### config.mk
export PLATFORM = sky130hd
export DESIGN_NAME = iir_biquad_mac
export DESIGN_NICKNAME = d
export VERILOG_FILES = /design/src/rtl/iir_biquad_mac.sv
export SDC_FILE = /design/constraint.sdc
export NUM_CORES = 2
export LEC_CHECK = 0
export CAP_MARGIN = 30
export CORE_MARGIN = 2
export CORE_UTILIZATION = 45
export CTS_CLUSTER_DIAMETER = 60
export DETAILED_ROUTE_END_ITERATION = 8
export PLACE_DENSITY_LB_ADDON = 0.25
export SLEW_MARGIN = 15
export SYNTH_ARGS = -nofsm -noshare
export SYNTH_HDL_FRONTEND = slang
export SYNTH_SLANG_ARGS = --single-unit
### constraint.sdc
create_clock -name clk -period 18.9 [get_ports clk]
set_input_delay 1.89 -clock clk [delete_from_list [all_inputs] [get_ports clk]]
set_output_delay 1.89 -clock clk [all_outputs]
set_load 0.03 [all_outputs]
### src/rtl/iir_biquad_mac.sv
// Direct-form-I biquad; one multiplier shared over five MAC cycles, shadow/active coefficient sets.
// Optional `BIQUAD_BYPASS_EN adds a bypass input that forwards a sample in one cycle.
module iir_biquad_mac #(
    parameter int DW   = 16,
    parameter int CW   = 16,
    parameter int FRAC = 14,
    parameter int ACCW = 40
) (
    input  logic                 clk,
    input  logic                 reset,
    input  logic                 clear,
    input  logic                 coef_we,
    input  logic [2:0]           coef_addr,
    input  logic signed [CW-1:0] coef_wdata,
    input  logic                 in_valid,
    output logic                 in_ready,
    input  logic signed [DW-1:0] in_data,
`ifdef BIQUAD_BYPASS_EN
    input  logic                 bypass,
`endif
    output logic                 out_valid,
    output logic signed [DW-1:0] out_data,
    output logic                 overflow
);

    localparam int PW = DW + CW;
    localparam logic signed [CW-1:0]   ONE  = CW'(64'd1 << FRAC);
    localparam logic signed [ACCW-1:0] HALF = ACCW'(64'd1 << (FRAC - 1));
    localparam logic signed [ACCW-1:0] MAXV = ACCW'((64'd1 << (DW - 1)) - 64'd1);
    localparam logic signed [ACCW-1:0] MINV = ~MAXV;

    typedef enum logic [1:0] {IDLE = 2'd0, MAC = 2'd1, DONE = 2'd2} state_t;

    state_t                 state_q, state_d;
    logic [2:0]             idx_q, idx_d;
    logic signed [ACCW-1:0] acc_q, acc_d;
    logic signed [DW-1:0]   x0_q, x0_d, x1_q, x1_d, x2_q, x2_d, y1_q, y1_d, y2_q, y2_d;
    logic signed [DW-1:0]   out_data_q, out_data_d;
    logic                   out_valid_q, out_valid_d, ovf_q, ovf_d;
    logic signed [CW-1:0]   shadow_q [5];
    logic signed [CW-1:0]   shadow_d [5];
    logic signed [CW-1:0]   active_q [5];
    logic signed [CW-1:0]   active_d [5];

    logic signed [CW-1:0]   mul_c;
    logic signed [DW-1:0]   mul_s;
    logic                   mul_neg;
    logic signed [PW-1:0]   prod;
    logic signed [ACCW-1:0] term, rnd, r;
    logic signed [DW-1:0]   sat_val;
    logic                   sat_hit;

    assign in_ready  = (state_q == IDLE) && !clear;
    assign out_valid = out_valid_q;
    assign out_data  = out_data_q;
    assign overflow  = ovf_q;

    // Feedback terms are subtracted, so a1/a2 hold the coefficients as written.
    always_comb begin
        mul_c   = active_q[0];
        mul_s   = x0_q;
        mul_neg = 1'b0;
        case (idx_q)
            3'd1: begin mul_c = active_q[1]; mul_s = x1_q; end
            3'd2: begin mul_c = active_q[2]; mul_s = x2_q; end
            3'd3: begin mul_c = active_q[3]; mul_s = y1_q; mul_neg = 1'b1; end
            3'd4: begin mul_c = active_q[4]; mul_s = y2_q; mul_neg = 1'b1; end
            default: ;
        endcase
        prod = PW'(mul_c) * PW'(mul_s);
        term = mul_neg ? -ACCW'(prod) : ACCW'(prod);
    end

    always_comb begin
        rnd     = acc_q + HALF;
        r       = rnd >>> FRAC;
        sat_hit = 1'b0;
        sat_val = r[DW-1:0];
        if (r > MAXV) begin
            sat_val = {1'b0, {(DW-1){1'b1}}};
            sat_hit = 1'b1;
        end else if (r < MINV) begin
            sat_val = {1'b1, {(DW-1){1'b0}}};
            sat_hit = 1'b1;
        end
    end

    always_comb begin
        state_d     = state_q;
        idx_d       = idx_q;
        acc_d       = acc_q;
        x0_d        = x0_q;
        x1_d        = x1_q;
        x2_d        = x2_q;
        y1_d        = y1_q;
        y2_d        = y2_q;
        ovf_d       = ovf_q;
        out_data_d  = out_data_q;
        out_valid_d = 1'b0;
        shadow_d    = shadow_q;
        active_d    = active_q;
        if (coef_we && (coef_addr < 3'd5)) shadow_d[coef_addr] = coef_wdata;
        case (state_q)
            IDLE: if (in_valid && in_ready) begin
                x0_d     = in_data;
                active_d = shadow_q;
                acc_d    = '0;
                idx_d    = '0;
                state_d  = MAC;
`ifdef BIQUAD_BYPASS_EN
                if (bypass) begin
                    state_d     = IDLE;
                    out_data_d  = in_data;
                    out_valid_d = 1'b1;
                    x2_d        = x1_q;
                    x1_d        = in_data;
                    y2_d        = y1_q;
                    y1_d        = in_data;
                end
`endif
            end
            MAC: begin
                acc_d = acc_q + term;
                idx_d = idx_q + 3'd1;
                if (idx_q == 3'd4) state_d = DONE;
            end
            DONE: begin
                out_data_d  = sat_val;
                out_valid_d = 1'b1;
                ovf_d       = ovf_q | sat_hit;
                x2_d        = x1_q;
                x1_d        = x0_q;
                y2_d        = y1_q;
                y1_d        = sat_val;
                state_d     = IDLE;
            end
            default: state_d = IDLE;
        endcase
        if (clear) begin
            state_d     = IDLE;
            idx_d       = '0;
            acc_d       = '0;
            x1_d        = '0;
            x2_d        = '0;
            y1_d        = '0;
            y2_d        = '0;
            ovf_d       = 1'b0;
            out_valid_d = 1'b0;
        end
    end

    always_ff @(posedge clk or posedge reset) begin
        if (reset) begin
            state_q     <= IDLE;
            idx_q       <= '0;
            acc_q       <= '0;
            x0_q        <= '0;
            x1_q        <= '0;
            x2_q        <= '0;
            y1_q        <= '0;
            y2_q        <= '0;
            ovf_q       <= 1'b0;
            out_data_q  <= '0;
            out_valid_q <= 1'b0;
            for (int unsigned i = 0; i < 5; i++) begin
                shadow_q[i] <= (i == 0) ? ONE : '0;
                active_q[i] <= (i == 0) ? ONE : '0;
            end
        end else begin
            state_q     <= state_d;
            idx_q       <= idx_d;
            acc_q       <= acc_d;
            x0_q        <= x0_d;
            x1_q        <= x1_d;
            x2_q        <= x2_d;
            y1_q        <= y1_d;
            y2_q        <= y2_d;
            ovf_q       <= ovf_d;
            out_data_q  <= out_data_d;
            out_valid_q <= out_valid_d;
            shadow_q    <= shadow_d;
            active_q    <= active_d;
        end
    end

endmodule
; ---- After elaboration in Yosys (flattened, before gate mapping)
; Cells that the tools add are included.
[op_classes]
magnitude_cmp = 5
reduce_logical = 12
n_mux = 33
n_bitwise = 2
n_eq_ne = 8
multipliers = 1
add_sub_neg = 4
[ops]
columns = operator, n
row1 = two-way mux 16 bit, 11
row2 = case mux 16 bit (4 select lines), 2
row3 = two-way mux 40 bit, 3
row4 = bitwise mux 80 bit, 1
row5 = case mux 40 bit (2 select lines), 1
row6 = demux 16 bit (select 3 bit), 1
row7 = "adder 40 x 15 -> 40 bit, second input constant", 1
row8 = adder 40 bit, 1
row9 = negation 32 -> 40 bit, 1
row10 = multiplier 16 x 16 -> 32 bit, 1
row11 = "> comparator 26 x 16 -> 1 bit, second input constant", 1
row12 = "less-than comparator 26 x 16 -> 1 bit, second input constant", 1
row13 = two-way mux 1 bit, 7
row14 = "== test 3 x 2 -> 1 bit, second input constant", 2
row15 = two-way mux 2 bit, 3
row16 = two-way mux 3 bit, 2
row17 = case mux 3 bit (2 select lines), 1
row18 = AND reduction 2 bit, 3
row19 = ">= comparator 4 bit, second input constant", 1
row20 = logical AND 1 bit, 4
row21 = "less-than comparator 4 x 1 -> 1 bit, second input constant", 1
row22 = NOT 3 -> 4 bit, 1
row23 = case mux 2 bit (2 select lines), 1
row24 = "adder 3 x 1 -> 3 bit, second input constant", 1
row25 = 13 further kinds, 13
[totals]
regBits = 303
input_bits = 40
out_inout_bits = 19

; ---- Longest topological paths before layout
[depth]
word_depth = 8
ltp_mapped = 48
depth_no_buf = 44

; ---- Worst setup path before layout
; No wires, ideal clock.
[synth_path]
kind = register -> register
from = register idx_q[1]
to = register acc_q[39]
setup_time_ps = 127
path_stages_with_launch = 45
n_path_buf = 3
period_less_slack_ps = 10682
setup_slack_ps = 8218
arrival_time_ps = 10555
cell_sequence = dfrtp_1 inv_1 ha_1 nor3_1 o21ai_1 clkbuf_1 buf_1 clkbuf_1 nor2_1 a31oi_1 nand2_1 fa_1 inv_1 ha_1 inv_1 fa_1 inv_1 fa_1 (+9 left out) a21oi_2 or3_1 a221o_1 nand4bb_4 o211ai_1 o21ai_0 ha_1 and3_1 and3_1 nand3_1 o311ai_0 or3_1 a31o_2 a41oi_1 o21ai_0 xnor2_2 a21oi_1 o22ai_1
[synth_via]
elab_chain_len = 8
[synth_rtl]
columns = element, line_no
row1 = "start, declared", 35  ; logic [2:0] idx_q, idx_d;
row2 = "start signal, assigned", 171  ; idx_q <= idx_d;
row3 = "== test 3 bit, or another cell as far along", 63  ; case (idx_q)
row4 = case mux 16 bit (4 select lines), 63
row5 = multiplier 16 x 16 -> 32 bit, 70  ; prod = PW'(mul_c) * PW'(mul_s);
row6 = negation 32 -> 40 bit, 71  ; term = mul_neg ? -ACCW'(prod) : ACCW'(prod);
row7 = two-way mux 40 bit *, 71
row8 = adder 40 bit *, 123  ; acc_d = acc_q + term;
row9 = case mux 40 bit (2 select lines) *, 103  ; case (state_q)
row10 = two-way mux 40 bit *, 139  ; if (clear) begin
row11 = "end signal, assigned", 156  ; acc_q <= '0;
row12 = "end signal, assigned", 172  ; acc_q <= acc_d;
row13 = "end, declared", 36  ; logic signed [ACCW-1:0] acc_q, acc_d;
; Mark *: on every way between the ends. The rest lies on a longest branch, timed or not.
; A chain may end at the register's enable or synchronous reset.

; ---- Worst setup path in the final report
; Same ends and word-level chain as after synthesis.

==> results.py <==
metrics = {
    "run_status": {
        "run_status": "complete, no violations",
    },
    "timing": {
        "fmaxAchievable_mhz": 81.43,
        "clock_skew_ns": 0.02145,
        "total_negative_setup_slack_ns": 0,
        "layout_worst_path_cycle_share": 0.6498,
        "layout_setup_ws_ns": 6.619,
        "hold_violations": 0,
        "finalSetupViolCount": 0,
        "max-slew-margin-rel": 0.2889,
        "rsz0062_at_grt": "no",
        "drv_slew": 0,
        "timing_worst_slew_pin_value_ns": 1.067,
        "min_period_ns": 12.28,
    },
    "logic_synthesis": {
        "synth_top_cells_by_count": "sky130_fd_sc_hd__inv_1, sky130_fd_sc_hd__dfrtp_1, sky130_fd_sc_hd__fa_1, sky130_fd_sc_hd__nor2_1, sky130_fd_sc_hd__nand2_1",
        "syn_area_um2": 25460,
        "seq_area_frac_synth": 0.2979,
        "synth-edff-count": 0,
        "post_synth_num_cell_types": 86,
        "synth_nets": 2982,
        "synth_top_cells_by_area": "sky130_fd_sc_hd__dfrtp_1, sky130_fd_sc_hd__fa_1, sky130_fd_sc_hd__mux2_2",
        "async_reset_ff_frac": 1.000,
        "synthesis.area_per_instance_um2": 9.991,
        "yosys_register_bits": 303,
        "post_synthesis_cell_count": 2548,
        "ys_warn_count": 0,
        "synth_area_leader_cell": "sky130_fd_sc_hd__dfrtp_1",
        "most_frequently_used_flop_master_after_synthesis": "sky130_fd_sc_hd__dfrtp_1",
        "yosysMostFrequentCell": "sky130_fd_sc_hd__inv_1",
        "netlist.area_leader.share": 0.2959,
    },
    "global_routing": {
        "globalRouteTotalUtil": 0.2274,
        "remaining_global_route_overflow": 0,
        "first_pass_grt_wire_length_mm": 106.7,
        "grt_max_degree": 190,
        "grt_pass1_vias": 19989,
        "grt_antenna_before_repair": 0,
    },
    "cts": {
        "cts_root_buf": "sky130_fd_sc_hd__clkbuf_16",
        "cts-buffers-inserted": 35,
        "cts_resizes": 0,
        "clock_path_buffers": 3,
        "tritoncts_num_sinks": 303,
        "clock_insertion_delay_worst_skew_ns": 0.55,
        "ctsHtreeMaxLevel": 2,
        "worst_setup_hold_path_clk_slew_ns": 0.06,
        "post_cts_hold_buffer_count": 0,
        "tritoncts_clock_tree": "yes",
        "post-cts-setup-buffer-count": 0,
    },
    "critical_path": {
        "critical_path_required_ns": 19.32,
        "worst_path_largest_cell_delay_ns": 0.73,
        "setup.worst_path.end_class": "flip-flop",
        "timing.critical_path.arrival_ns": 12.70,
        "worst_path_dominant_cell_family": "adder cells",
        "setup.worst_path.class": "flip-flop to flip-flop",
        "worst_path_max_delay_cell": "sky130_fd_sc_hd__a31oi_1",
        "critPathLaunchType": "flip-flop",
        "cp_num_buf_inv": 7,
        "cp_max_fo": 56,
    },
    "placement": {
        "placed_cells": 3300,
        "io_buffer_count": 58,
        "place.gp.congestion": 0.8953,
        "hpwlAfterDp_mm": 47.77,
        "pre_cts_ws_ns": 6.746,
    },
    "final_layout": {
        "final_nets": 3021,
        "final-instance-count-excl-fill": 3368,
        "antenna-diode-count": 0,
        "drive_gt1_frac": 0.1328,
        "area.growth.synth_to_final_pct": 10.35,
        "final.fill_count": 5177,
    },
    "min_path": {
        "hold_path_class": "flip-flop to flip-flop",
    },
    "drt": {
        "wl_met1_mm": 26.81,
        "first_iter_violations": 1316,
        "postRouteAntennaNets": 0,
        "met3_length_mm": 3.550,
        "remaining_drc_errors": 0,
        "drt_pre_antenna_iters": 5,
        "avgRoutedWirePerCell_um": 19.07,
        "wirelength_mm": 64.22,
        "topRoutingLayerUsed": "met4",
        "met2_length_mm": 31.75,
        "num_vias": 18767,
        "route.detailed.vias_per_inst": 5.572,
    },
    "floorplan": {
        "floorplan.die.height_um": 241.9,
        "placeableCoreArea_um2": 56170,
        "initial_utilization": 0.4532,
        "design.portCount": 59,
        "die_w_um": 241.9,
        "fp-row-count": 87,
        "floorplan.die_area_um2": 58490,
    },
    "run": {
        "drv.max_cap_violation_count": 0,
    },
}
[cell usage in the layout, fill, tap and decap left out, types with 58 or more instances in the layout]
cell type                         count
sky130_fd_sc_hd__mux2_2             177
sky130_fd_sc_hd__dfrtp_1            301
sky130_fd_sc_hd__nand2_1            199
sky130_fd_sc_hd__xnor2_1             63
sky130_fd_sc_hd__o21ai_0            115
sky130_fd_sc_hd__a21oi_1             68
sky130_fd_sc_hd__ha_1               131
sky130_fd_sc_hd__nor2_1             224
sky130_fd_sc_hd__inv_1              352
sky130_fd_sc_hd__a22oi_1             62
sky130_fd_sc_hd__clkdlybuf4s50_1     58
sky130_fd_sc_hd__fa_1               263
[logic make-up (layout without fill, tap and decap cells)]
logic type                 after synthesis  after routing  synth area share
DFF                                    303            303            0.2979
and+or+nand+nor                        615            615            0.1099
buffers and inverters                  455            519           0.06846
AOI/OAI and AO/OA                      473            473            0.1270
adders and majority gates              394            394            0.2712
xor gates and xnor gates               115            115           0.04089
muxes                                  193            193           0.08458
[worst paths after layout]
path	start	endpoint	slack (ns)	depth (start not counted)
min in group asynchronous	reset	x2_q[9]	1.89	2
worst max register to register	idx_q[1]	acc_q[39]	6.62	43
worst min register to register	out_data[13]	out_data[13]	0.48	2
worst min-delay path	out_data[13]	out_data[13]	0.48	2
worst max-delay path	idx_q[1]	acc_q[39]	6.62	43
max in group asynchronous	reset	shadow_q[68]	15.49	3
[stage by stage]
step	hold slack (ns)	util	cell area, um2
finish	0.4841	0.5001	28090
detailed placement	0.4734	0.4797	26940
global route	0.5101	0.5001	28090
CTS	0.4886	0.4988	28010
floorplan	0.4546	-	25460
global placement	0.4690	0.4789	26900
[per-layer routing]
layer,track usage,up-vias
li1,-,8534
met1,0.2889,9591
met2,0.3921,518
met3,0.03851,124
met4,0.07988,0
met5,0,-
[registers in the layout, summed over array words and instances, names as in the netlist]
signal	count
acc_q	40
active_q	80
idx_q	3
out_data	16
out_valid	1
overflow	1
shadow_q	80
state_q	2
x0_q	16
x1_q	16
x2_q	16
y1_q	16
y2_q	16
[layout make-up]
cell class | instances | area, um2 | share of cell area
Timing Repair Buffer | 103 | 960.9 | 0.03421
Tap cell | 756 | 945.9 | 0.03367
Clock inverter | 11 | 85.08 | 0.003029
Multi-Input combinational cell | 1790 | 16190 | 0.5764
Clock buffer | 51 | 985.9 | 0.03510
Sequential cell | 303 | 7585 | 0.2700
Inverter | 354 | 1336 | 0.04757
[tightest hold or removal path, stage by stage (launching register included)]
cell and delay [ns]:
sky130_fd_sc_hd__dfrtp_1 0.34, sky130_fd_sc_hd__nand2_1 0.05, sky130_fd_sc_hd__o21ai_0 0.06
Power is left out: the tool's default activity adds up to more than one toggle a clock period on the data nets, which glitch-free logic cannot reach.
